--- config.mk ---
export PLATFORM = sky130hd
export DESIGN_NAME = breakout_frame_ctrl
export DESIGN_NICKNAME = d
export VERILOG_FILES = /design/src/rtl/breakout_pkg.sv /design/src/rtl/btn_debounce.sv /design/src/rtl/breakout_frame_ctrl.sv
export SDC_FILE = /design/constraint.sdc
export NUM_CORES = 1
export LEC_CHECK = 0
export BUFFER_PORTS_ARGS = -buffer_cell sky130_fd_sc_hd__clkbuf_2
export CAP_MARGIN = 20
export CORE_MARGIN = 4
export CORE_UTILIZATION = 58
export CTS_CLUSTER_DIAMETER = 150
export DETAILED_ROUTE_END_ITERATION = 8
export GPL_TIMING_DRIVEN = 1
export PLACE_DENSITY = 0.79
export SKIP_CTS_REPAIR_TIMING = 1
export SLEW_MARGIN = 20
export SYNTH_ARGS = -nofsm -noshare
export SYNTH_HDL_FRONTEND = slang
export SYNTH_SLANG_ARGS = --single-unit
--- constraint.sdc ---
create_clock -name i_clk -period 1.65 [get_ports i_clk]
set_input_delay 0.165 -clock i_clk [delete_from_list [all_inputs] [get_ports i_clk]]
set_output_delay 0.165 -clock i_clk [all_outputs]
set_load 0.01 [all_outputs]
--- src/rtl/breakout_pkg.sv ---
// breakout_pkg: shared widths, defaults and FSM encoding for the breakout frame controller
package breakout_pkg;
    localparam int FRAME_CYCLES_DEF = 5;
    localparam int PORT_W = 8;
    localparam int BTN_W = 6;
    localparam int POW_W = 4;
    typedef enum logic [1:0] {
        ST_IDLE = 2'd0,
        ST_ARM  = 2'd1,
        ST_RUN  = 2'd2
    } state_t;
endpackage

--- src/rtl/btn_debounce.sv ---
// btn_debounce: two-FF synchronizer plus stable-count debouncer for one button bit
module btn_debounce #(
    parameter int DEBOUNCE_CYCLES = 1000
) (
    input  logic i_clk,
    input  logic i_rst,
    input  logic i_raw,
    output logic o_db
);
    localparam int CW = $clog2(DEBOUNCE_CYCLES + 1);
    logic s0, s1;
    logic [CW-1:0] cnt;
    always_ff @(posedge i_clk) begin
        if (i_rst) begin
            s0 <= 1'b0;
            s1 <= 1'b0;
            cnt <= '0;
            o_db <= 1'b0;
        end else begin
            s0 <= i_raw;
            s1 <= s0;
            if (s1 == o_db)
                cnt <= '0;
            else if (cnt == CW'(DEBOUNCE_CYCLES - 1)) begin
                o_db <= s1;
                cnt <= '0;
            end else
                cnt <= cnt + CW'(1);
        end
    end
endmodule

--- src/rtl/breakout_frame_ctrl.sv ---
// breakout_frame_ctrl: frame strobe, input sync/debounce and per-frame snapshot for the DDR serializer
module breakout_frame_ctrl
    import breakout_pkg::*;
#(
    parameter int FRAME_CYCLES = FRAME_CYCLES_DEF,
    parameter int DEBOUNCE_CYCLES = 1000,
    parameter int CNT_W = 16
) (
    input  logic              i_clk,
    input  logic              i_rst,
    input  logic              i_enable,
    input  logic [PORT_W-1:0] i_port,
    input  logic [BTN_W-1:0]  i_button,
    input  logic [POW_W-1:0]  i_link_pow,
    output logic              o_load,
    output logic [2:0]        o_phase,
    output logic [PORT_W-1:0] o_port,
    output logic [BTN_W-1:0]  o_button,
    output logic [POW_W-1:0]  o_link_pow,
    output logic              o_active,
    output logic [CNT_W-1:0]  o_frame_cnt
);
    localparam logic [2:0] LAST = 3'(FRAME_CYCLES - 1);
    state_t state, state_nx;
    logic [2:0] phase, phase_nx;
    logic [PORT_W-1:0] port_s0, port_s1;
    logic [POW_W-1:0] pow_s0, pow_s1;
    logic [BTN_W-1:0] btn_db;
    logic last, capture;

    for (genvar g = 0; g < BTN_W; g++) begin : g_db
        btn_debounce #(.DEBOUNCE_CYCLES(DEBOUNCE_CYCLES)) u_db (
            .i_clk(i_clk),
            .i_rst(i_rst),
            .i_raw(i_button[g]),
            .o_db (btn_db[g])
        );
    end

    // Enable is only sampled at the frame end, so a stop never truncates a frame
    always_comb begin
        last = state == ST_RUN && phase == LAST;
        capture = state == ST_ARM || (last && i_enable);
        state_nx = capture ? ST_RUN
                 : (state == ST_IDLE && i_enable) ? ST_ARM
                 : (state == ST_RUN && !last) ? ST_RUN : ST_IDLE;
        phase_nx = (state == ST_RUN && !last) ? phase + 3'd1 : 3'd0;
    end

    always_ff @(posedge i_clk) begin
        if (i_rst) begin
            state <= ST_IDLE;
            phase <= 3'd0;
            port_s0 <= '0;
            port_s1 <= '0;
            pow_s0 <= '0;
            pow_s1 <= '0;
            o_port <= '0;
            o_button <= '0;
            o_link_pow <= '0;
            o_frame_cnt <= '0;
        end else begin
            state <= state_nx;
            phase <= phase_nx;
            port_s0 <= i_port;
            port_s1 <= port_s0;
            pow_s0 <= i_link_pow;
            pow_s1 <= pow_s0;
            // Count moves with the snapshot so it is valid during the load cycle
            if (capture) begin
                o_port <= port_s1;
                o_button <= btn_db;
                o_link_pow <= pow_s1;
                o_frame_cnt <= o_frame_cnt + CNT_W'(1);
            end
        end
    end

    assign o_load = state == ST_RUN && phase == 3'd0;
    assign o_phase = phase;
    assign o_active = state != ST_IDLE;
endmodule

# After elaboration in Yosys (flattened, before gate mapping)
# Index checks and enable logic that the tools add are counted.
dict set report word_totals {
  register_bits 141
  input_bits 21
}
dict set report op_classes {
  n_addsub 8
  n_eq_ne 15
  muxes 3
  bitwise_logic 7
  n_reduce_logical 24
}
# cell n
set op_table {}
lappend op_table {{adder 10 x 1 -> 10 bit, second input constant} 6}
lappend op_table {{== test 10 bit, second input constant} 6}
lappend op_table {{OR reduction 3 bit} 6}
lappend op_table {{adder 16 x 1 -> 16 bit, second input constant} 1}
lappend op_table {{AND reduction 2 bit} 6}
lappend op_table {{inverter 1 bit} 7}
lappend op_table {{== test 1 bit} 6}
lappend op_table {{two-way mux 2 bit} 3}
lappend op_table {{logical AND 1 bit} 5}
lappend op_table {{OR reduction 2 bit} 2}
lappend op_table {{adder 3 x 1 -> 3 bit, second input constant} 1}
lappend op_table {{== test 3 bit, second input constant} 1}
lappend op_table {{zero test 3 bit} 1}
lappend op_table {{== test 2 x 1 -> 1 bit, second input constant} 1}
lappend op_table {{== test 2 bit, second input constant} 1}
lappend op_table {{zero test 2 bit} 1}
lappend op_table {{nonzero test 2 bit} 1}
lappend op_table {{zero test 1 bit} 1}
lappend op_table {{logical OR 1 bit} 1}

# Longest topological paths before layout
# Gate-level depths: netlist of the first run.
dict set report depth {
  ltp_word 7
  ltp_mapped 7
  ltp_nobuf 5
}

# Cells and area by module
# A second synthesis of the first run with hierarchy kept.
dict set report unflattened {
  cells_unflattened 605
  hier_area_um2 5520.3
}
# module n_inst cells_each area_per_inst_um2
set by_module_without_submodules {}
lappend by_module_without_submodules {btn_debounce 6 59 543.0}
lappend by_module_without_submodules {breakout_frame_ctrl 1 251 2262.2}

# Worst setup path before layout of the first run
# No wires, ideal clock.
dict set report synth_path {
  path_type {register to register}
  startpoint {register phase[0], in the netlist o_phase[0]}
  endpoint {register o_frame_cnt[10]}
  arrival_time_ns 1.455
  required_time_ns 1.529
  setup_slack_ns 0.075
  path_stages_with_launch 7
  period_less_slack_ns 1.575
  path_cell_list {dfxtp_1 > inv_1 > ha_1 > a41oi_4 > buf_6 > nor3_1 > mux2_2}
}
dict set report synth_via {
  elab_chain_len 4
}
# item line_no
set synth_rtl {}
lappend synth_rtl {{start, declared} breakout_frame_ctrl.sv:25} ;# logic [2:0] phase, phase_nx;
lappend synth_rtl {{start signal, assigned} breakout_frame_ctrl.sv:64} ;# phase <= phase_nx;
lappend synth_rtl {{== test 3 bit} breakout_frame_ctrl.sv:42} ;# last = state == ST_RUN && phase == LAST;
lappend synth_rtl {{logical AND 1 bit} breakout_frame_ctrl.sv:42}
lappend synth_rtl {{logical AND 1 bit} breakout_frame_ctrl.sv:43} ;# capture = state == ST_ARM || (last && i_enable);
lappend synth_rtl {{logical OR 1 bit} breakout_frame_ctrl.sv:43}
lappend synth_rtl {{end signal, assigned} breakout_frame_ctrl.sv:74} ;# o_frame_cnt <= o_frame_cnt + CNT_W'(1);
lappend synth_rtl {{end, declared} breakout_frame_ctrl.sv:21} ;# output logic [CNT_W-1:0] o_frame_cnt
# Every way passes these cells.
# A chain may end at the register's enable or synchronous reset.

# Final worst setup path of the first run
dict set report layout_path {
  startpoint {register state[1]}
  endpoint {output port o_load}
}
dict set report layout_via {
  elab_chain_len 2
}
# item line_no
set layout_rtl {}
lappend layout_rtl {{start, declared} breakout_frame_ctrl.sv:24} ;# state_t state, state_nx;
lappend layout_rtl {{start signal, assigned} breakout_frame_ctrl.sv:63} ;# state <= state_nx;
lappend layout_rtl {{== test 2 bit} breakout_frame_ctrl.sv:79} ;# assign o_load = state == ST_RUN && phase == 3'd0;
lappend layout_rtl {{logical AND 1 bit} breakout_frame_ctrl.sv:79}
lappend layout_rtl {{end, declared} breakout_frame_ctrl.sv:15} ;# output logic o_load,
# Every way passes these cells.

==> results of run 1 <==
-- critical path: cells and delay by family (launching register included) --
kind	cells	cell delay [ps]
buffers and inverters	2	300
DFF	1	340
and+or+nand+nor	3	370
-- synth_stat cells (all sizes together) (2+ instances only) --
| cell type | instances | area (sq um) |
|---|---|---|
| xor2 | 22 | 193 |
| and3 | 7 | 43.8 |
| o21ai | 7 | 35.0 |
| nor3b | 3 | 22.5 |
| a21oi | 30 | 150 |
| or3 | 6 | 37.5 |
| buf | 10 | 62.6 |
| nand4 | 14 | 87.6 |
| and4 | 2 | 18.8 |
| nand2b | 6 | 37.5 |
| nor4 | 5 | 31.3 |
| nor2 | 80 | 300 |
| clkbuf | 9 | 37.5 |
| inv | 7 | 26.3 |
| or3b | 2 | 17.5 |
| nand2 | 74 | 290 |
| nor2b | 41 | 264 |
| dfxtp | 141 | 2820 |
| mux2i | 6 | 60.1 |
| and2 | 8 | 50.1 |
| mux2 | 4 | 45.0 |
| ha | 9 | 113 |
| nor3 | 15 | 75.1 |
| or4 | 8 | 67.6 |
| nand3b | 2 | 15.0 |
| nand3 | 14 | 70.1 |
| xnor2 | 34 | 298 |
| o31ai | 4 | 30.0 |
-- cell type report --
cell class	instances	area, sq um	area share (%)
Tap cell	108	135	2.01
Timing Repair Buffer	103	713	10.6
Clock inverter	12	129	1.92
Sequential cell	141	2830	42.0
Clock buffer	20	445	6.62
Multi-Input combinational cell	407	2450	36.4
Inverter	7	26.3	0.391
-- power breakdown --
part	internal (uW)	total [uW]	switching, uW
Sequential	3460	3490	25.1
Combinational	138	291	153
Clock	2120	3630	1510
Total	5720	7410	1690
-- stage by stage --
stage / power, uW / setup TNS (ps) / cells / hold slack [ps] / util [%]
finish: 7410 / -40.2 / 798 / 60.6 / 76.0
global route: 7670 / -195 / 798 / 75.6 / 76.0
CTS: 7390 / -187 / 779 / -156 / 73.1
detailed placement: 3800 / 0 / 747 / 382 / 66.6
global placement: 3790 / 0 / 747 / 379 / 66.6
floorplan: 3710 / 0 / 574 / 293 / -
-- layer usage --
layer	share of wire (%)	global-route usage (%)	wire, microns
met1	42	22.6	4580
met2	52	35.9	5710
met3	4.3	6.64	468
met4	1.8	7.88	197
met5	0	0	0
-- cell families after synthesis --
kind of cell    Yosys count
buf+inv                  26
compound gates           43
xor+xnor                 56
flops                   141
simple gates            289
mux                      10
fa+ha+maj                 9
-- flip-flops by register name, summed over array words and instances (netlist names), 3 cells and up --
name	count
g_db.u_db.o_db	6
port_s1	8
o_phase	3
o_link_pow	4
pow_s0	4
o_port	8
port_s0	8
g_db.u_db.s0	6
g_db.u_db.s1	6
pow_s1	4
o_button	6
o_frame_cnt	16
g_db.u_db.cnt	60
-- worst min-delay path by stage --
stage / depth (start not counted) / to / slack [ps] / start
final: 2 / o_frame_cnt[12] / 60 / i_rst
after global routing: 2 / o_frame_cnt[12] / 80 / i_rst
after CTS: 2 / port_s0[6] / -160 / i_port[6]
after detailed placement: 2 / port_s0[6] / 380 / i_port[6]
after global placement: 2 / port_s0[0] / 380 / i_port[0]
after floorplan: 1 / g_db[2].u_db.s0 / 290 / i_button[2]
==> metrics, run 1 <==
outcome complete, but fails checks; failing checks negative setup slack; worst-path cell chain nor2b_4, buf_4, nand2_1, nor2_2, buf_2; via/cell ratio roughly 5.2; largest family of logic cells by synthesized area simple AND/OR/NAND/NOR gates; RSZ-0062 raised after global routing yes; R2R Path End o_frame_cnt[15]; overall die area ~11000 sq um; share of synthesized flip-flops with an asynchronous set or reset 0%; clock tree sinks roughly 140; Initial Utilization 60.5%; syn nets a little over 600; vias in the first global route about 4100; CTS tree done; R2R setup slack approximately 30 ps; Least-Margin Pin Slew 492 ps; largest net degree at the start of global routing 34; Netlist Area Pre-Place 5350 sq um; gpl congestion 0.856; most common cell after layout, fill and taps aside dfxtp_1; HPWL Detailed 7040 microns; Setup crit start state[1]; Overflow after GRT 0; MaxCap Viol Count 0; Die Wd roughly 100 microns; Worst EP required about 1500 ps; ys flop type dfxtp_1; most frequent cells in the layout 139 x dfxtp_1, 79 x nor2_1, 71 x nand2_1, 58 x clkbuf_2, 40 x nor2b_1; synth unique cells 41; fillers around 580; worst vdd ir 1000 uV; Adder-Cell Fraction of Synth Area 2.10%; final hold vios 0; xor/xnor share of the synthesized area under 10%; initial antenna violation count 0; Crit Path Class reg2out; Total GRT Usage 20.3%; sequential-to-total area share from yosys stat a little over half; Setup Viol. Count Final 1; worst r2r src state[1]; CTS H-tree lvls 4; post-synthesis compound-gate area fraction around 4.7%; final wirelength 11000 microns; dpl ws between 8 and 9 ps; Final min period approximately 1700 ps; CTS Buffer Depth 2; clk_lat worst skew between 500 and 600 ps; fmax between 500 and 600 MHz; layout cells sized above 1 between 20% and 30%; Worst Setup EP o_load; final slew viol count 0; clk_skew between 10 and 15 ps; FF+latch count, synth ~140; maximum fanout along the worst path 4; critical path endpoint category primary output; # IOs 60; post-synthesis mux area share 1.96%; Final Cycle Share 102%; post-synthesis simple-gate area fraction between 20% and 30%; fin area 6720 sq um; # rows 34; 1st-iter DRT viols 159; Worst setup SP type flip-flop; Worst Hold Class in2reg; Routed WL per cell 13.7 microns; number of synthesized flops with an enable pin 0; drt drc 0; delay of the slowest critical-path stage roughly 340 ps; first-pass GRT wire length 18200 microns; PwrDens around 1100 nW/um^2; DR pass1 iterations 4; PortBufs between 50 and 60; setup slack after layout -40.2 ps; Worst Reg2Reg Path Length in Cells 4; CP Data Arrival Time ~1500 ps; Ys Warns 0; root buf cell clkbuf_8; Syn Area/Cell between 9 and 10 sq um; ANT cells 0; crit path max-delay cell type dfxtp_2; LEAKAGE between 0.002 and 0.003 uW; antenna-violating nets left 0; cts bufs inserted 17; Mapped Cells 574; Reg clk slew, reported paths 60 ps; core area slightly below 9000 sq um; via count roughly 4200; Layout area overhead 25.6%; nets between 700 and 800; Post-Place Cell Area a little under 6000 sq um; relative max-transition margin around 67%; die height between 100 and 150 microns
(Power assumes the default switching activity.)
==> run 2: changes to the inputs <==
- RECOVER_POWER: default -> 50
==> run 2 against run 1 <==
  * The run still ends with negative setup slack left
  * Combinational power barely moved
  * Global-route usage unchanged
  * Clock power about the same
  * Critical endpoint unchanged
  * Maximum frequency up 0.24%
==> metrics, run 2 (synthesis results as in run 1) <==
outcome complete, but fails checks; failing checks negative setup slack; critical path endpoint category primary output; worst-path cell chain nor2b_4, buf_4, nand2_1, nor2_2, buf_2; DR pass1 iterations 4; clock tree sinks around 140; via/cell ratio ~5.2; Largest regs g_db.u_db.cnt x60, o_frame_cnt x16; worst r2r src state[1]; register bank with the most flops g_db.u_db.cnt; DR WL met3 about 470 microns; final wirelength around 11000 microns; first-pass GRT wire length 18200 microns; Layout area overhead 24.5%; Buffers & Inverters on Critical Path 2; CTS tree done; maximum fanout along the worst path 4; clk_lat worst skew between 500 and 600 ps; most common cell after layout, fill and taps aside dfxtp_1; drt drc 0; fin area around 6700 sq um; fillers about 600; RSZ-0062 raised after global routing yes; Initial Utilization between 60% and 70%; Largest register FFs 60; Least-Margin Pin Slew roughly 500 ps; CP Data Arrival Time between 1500 and 2000 ps; CTS Buffer Depth 2; metal2 WL 5720 microns; Crit Path Class reg2out; final hold vios 0; PwrDens 1110 nW/um^2; PortBufs 59; layout cells sized above 1 approximately 15%; gpl congestion 0.856; core area just under 9000 sq um; Setup crit start state[1]; Total GRT Usage between 20% and 30%; nets 707; Worst Hold Class in2reg; via count about 4200; Final Cycle Share 102%; CTS H-tree lvls 4; Worst EP required 1480 ps; Worst setup SP type flip-flop; Routed WL per cell roughly 14 microns; worst vdd ir about 1000 uV; HPWL Detailed between 7000 and 8000 microns; Highest Signal Layer met4; hold wc startpoint i_rst; most frequent cells in the layout 140 x dfxtp_1, 79 x nor2_1, 71 x nand2_1, 40 x nor2b_1, 36 x clkbuf_1; Setup Viol. Count Final 1; fmax just under 600 MHz; post-layout power 7410 uW; fin cells approximately 800; CP top delay family simple AND/OR/NAND/NOR gates; Final min period approximately 1700 ps; Post-Place Cell Area a little under 6000 sq um; cts bufs inserted 17; vias in the first global route 4140; Die Wd between 100 and 150 microns; root buf cell clkbuf_8; final slew viol count 0; delay of the slowest critical-path stage approximately 340 ps; Overflow after GRT 0; setup slack after layout -36.1 ps; M1 wire length ~4700 microns; antenna-violating nets left 0; 1st-iter DRT viols between 150 and 200; Fin Setup TNS -36.1 ps; ANT cells 0; relative max-transition margin between 60% and 70%; overall die area roughly 11000 sq um; dpl cells 747; crit path max-delay cell type dfxtp_2; die height about 100 microns; LEAKAGE approximately 0.0025 uW; # rows 34; MaxCap Viol Count 0; # IOs 60; clk_skew approximately 19 ps; largest net degree at the start of global routing 34; Reg clk slew, reported paths 60 ps; initial antenna violation count 0
run 2: layout make-up:
class                           instances  area [sq um]  area share (%)
Sequential cell                       141          2820            42.4
Multi-Input combinational cell        407          2450            36.8
Timing Repair Buffer                  103           654            9.82
Clock buffer                           20           445            6.68
Tap cell                              108           135            2.03
Clock inverter                         12           129            1.93
Inverter                                7          26.3           0.394
run 2: power by group:
group          switching [uW]  internal [uW]  leakage, uW  total [uW]
combinational             153            136      0.00103         289
sequential               25.1           3460      0.00114        3490
clock                    1510           2120     0.000276        3630
total                    1690           5720      0.00246        7410
run 2: worst paths after layout:
kind	cells after the start	slack, ps	end
setup / recovery	5	-40	o_load
setup reg to reg	4	10	o_frame_cnt[15]
hold / removal	2	60	o_frame_cnt[12]
hold reg to reg	1	440	port_s1[6]
run 2: per-layer routing:
| layer | global-route usage, % | vias up |
|---|---|---|
| met5 | 0 | - |
| met4 | 7.88 | 0 |
| met3 | 6.64 | 16 |
| met2 | 35.9 | 103 |
| met1 | 22.6 | 1950 |
| li1 | - | 2115 |
run 2: metrics by stage:
step | hold slack, ps | setup slack, ps | util [%]
6_report | 62.8 | -36.1 | 75.3
5_1_grt | 75.6 | -112 | 75.3
4_1_cts | -156 | -137 | 73.1
3_5_place_dp | 382 | 8.26 | 66.6
3_3_place_gp | 379 | 74.4 | 66.6
2_1_floorplan | 293 | 74.6 | -
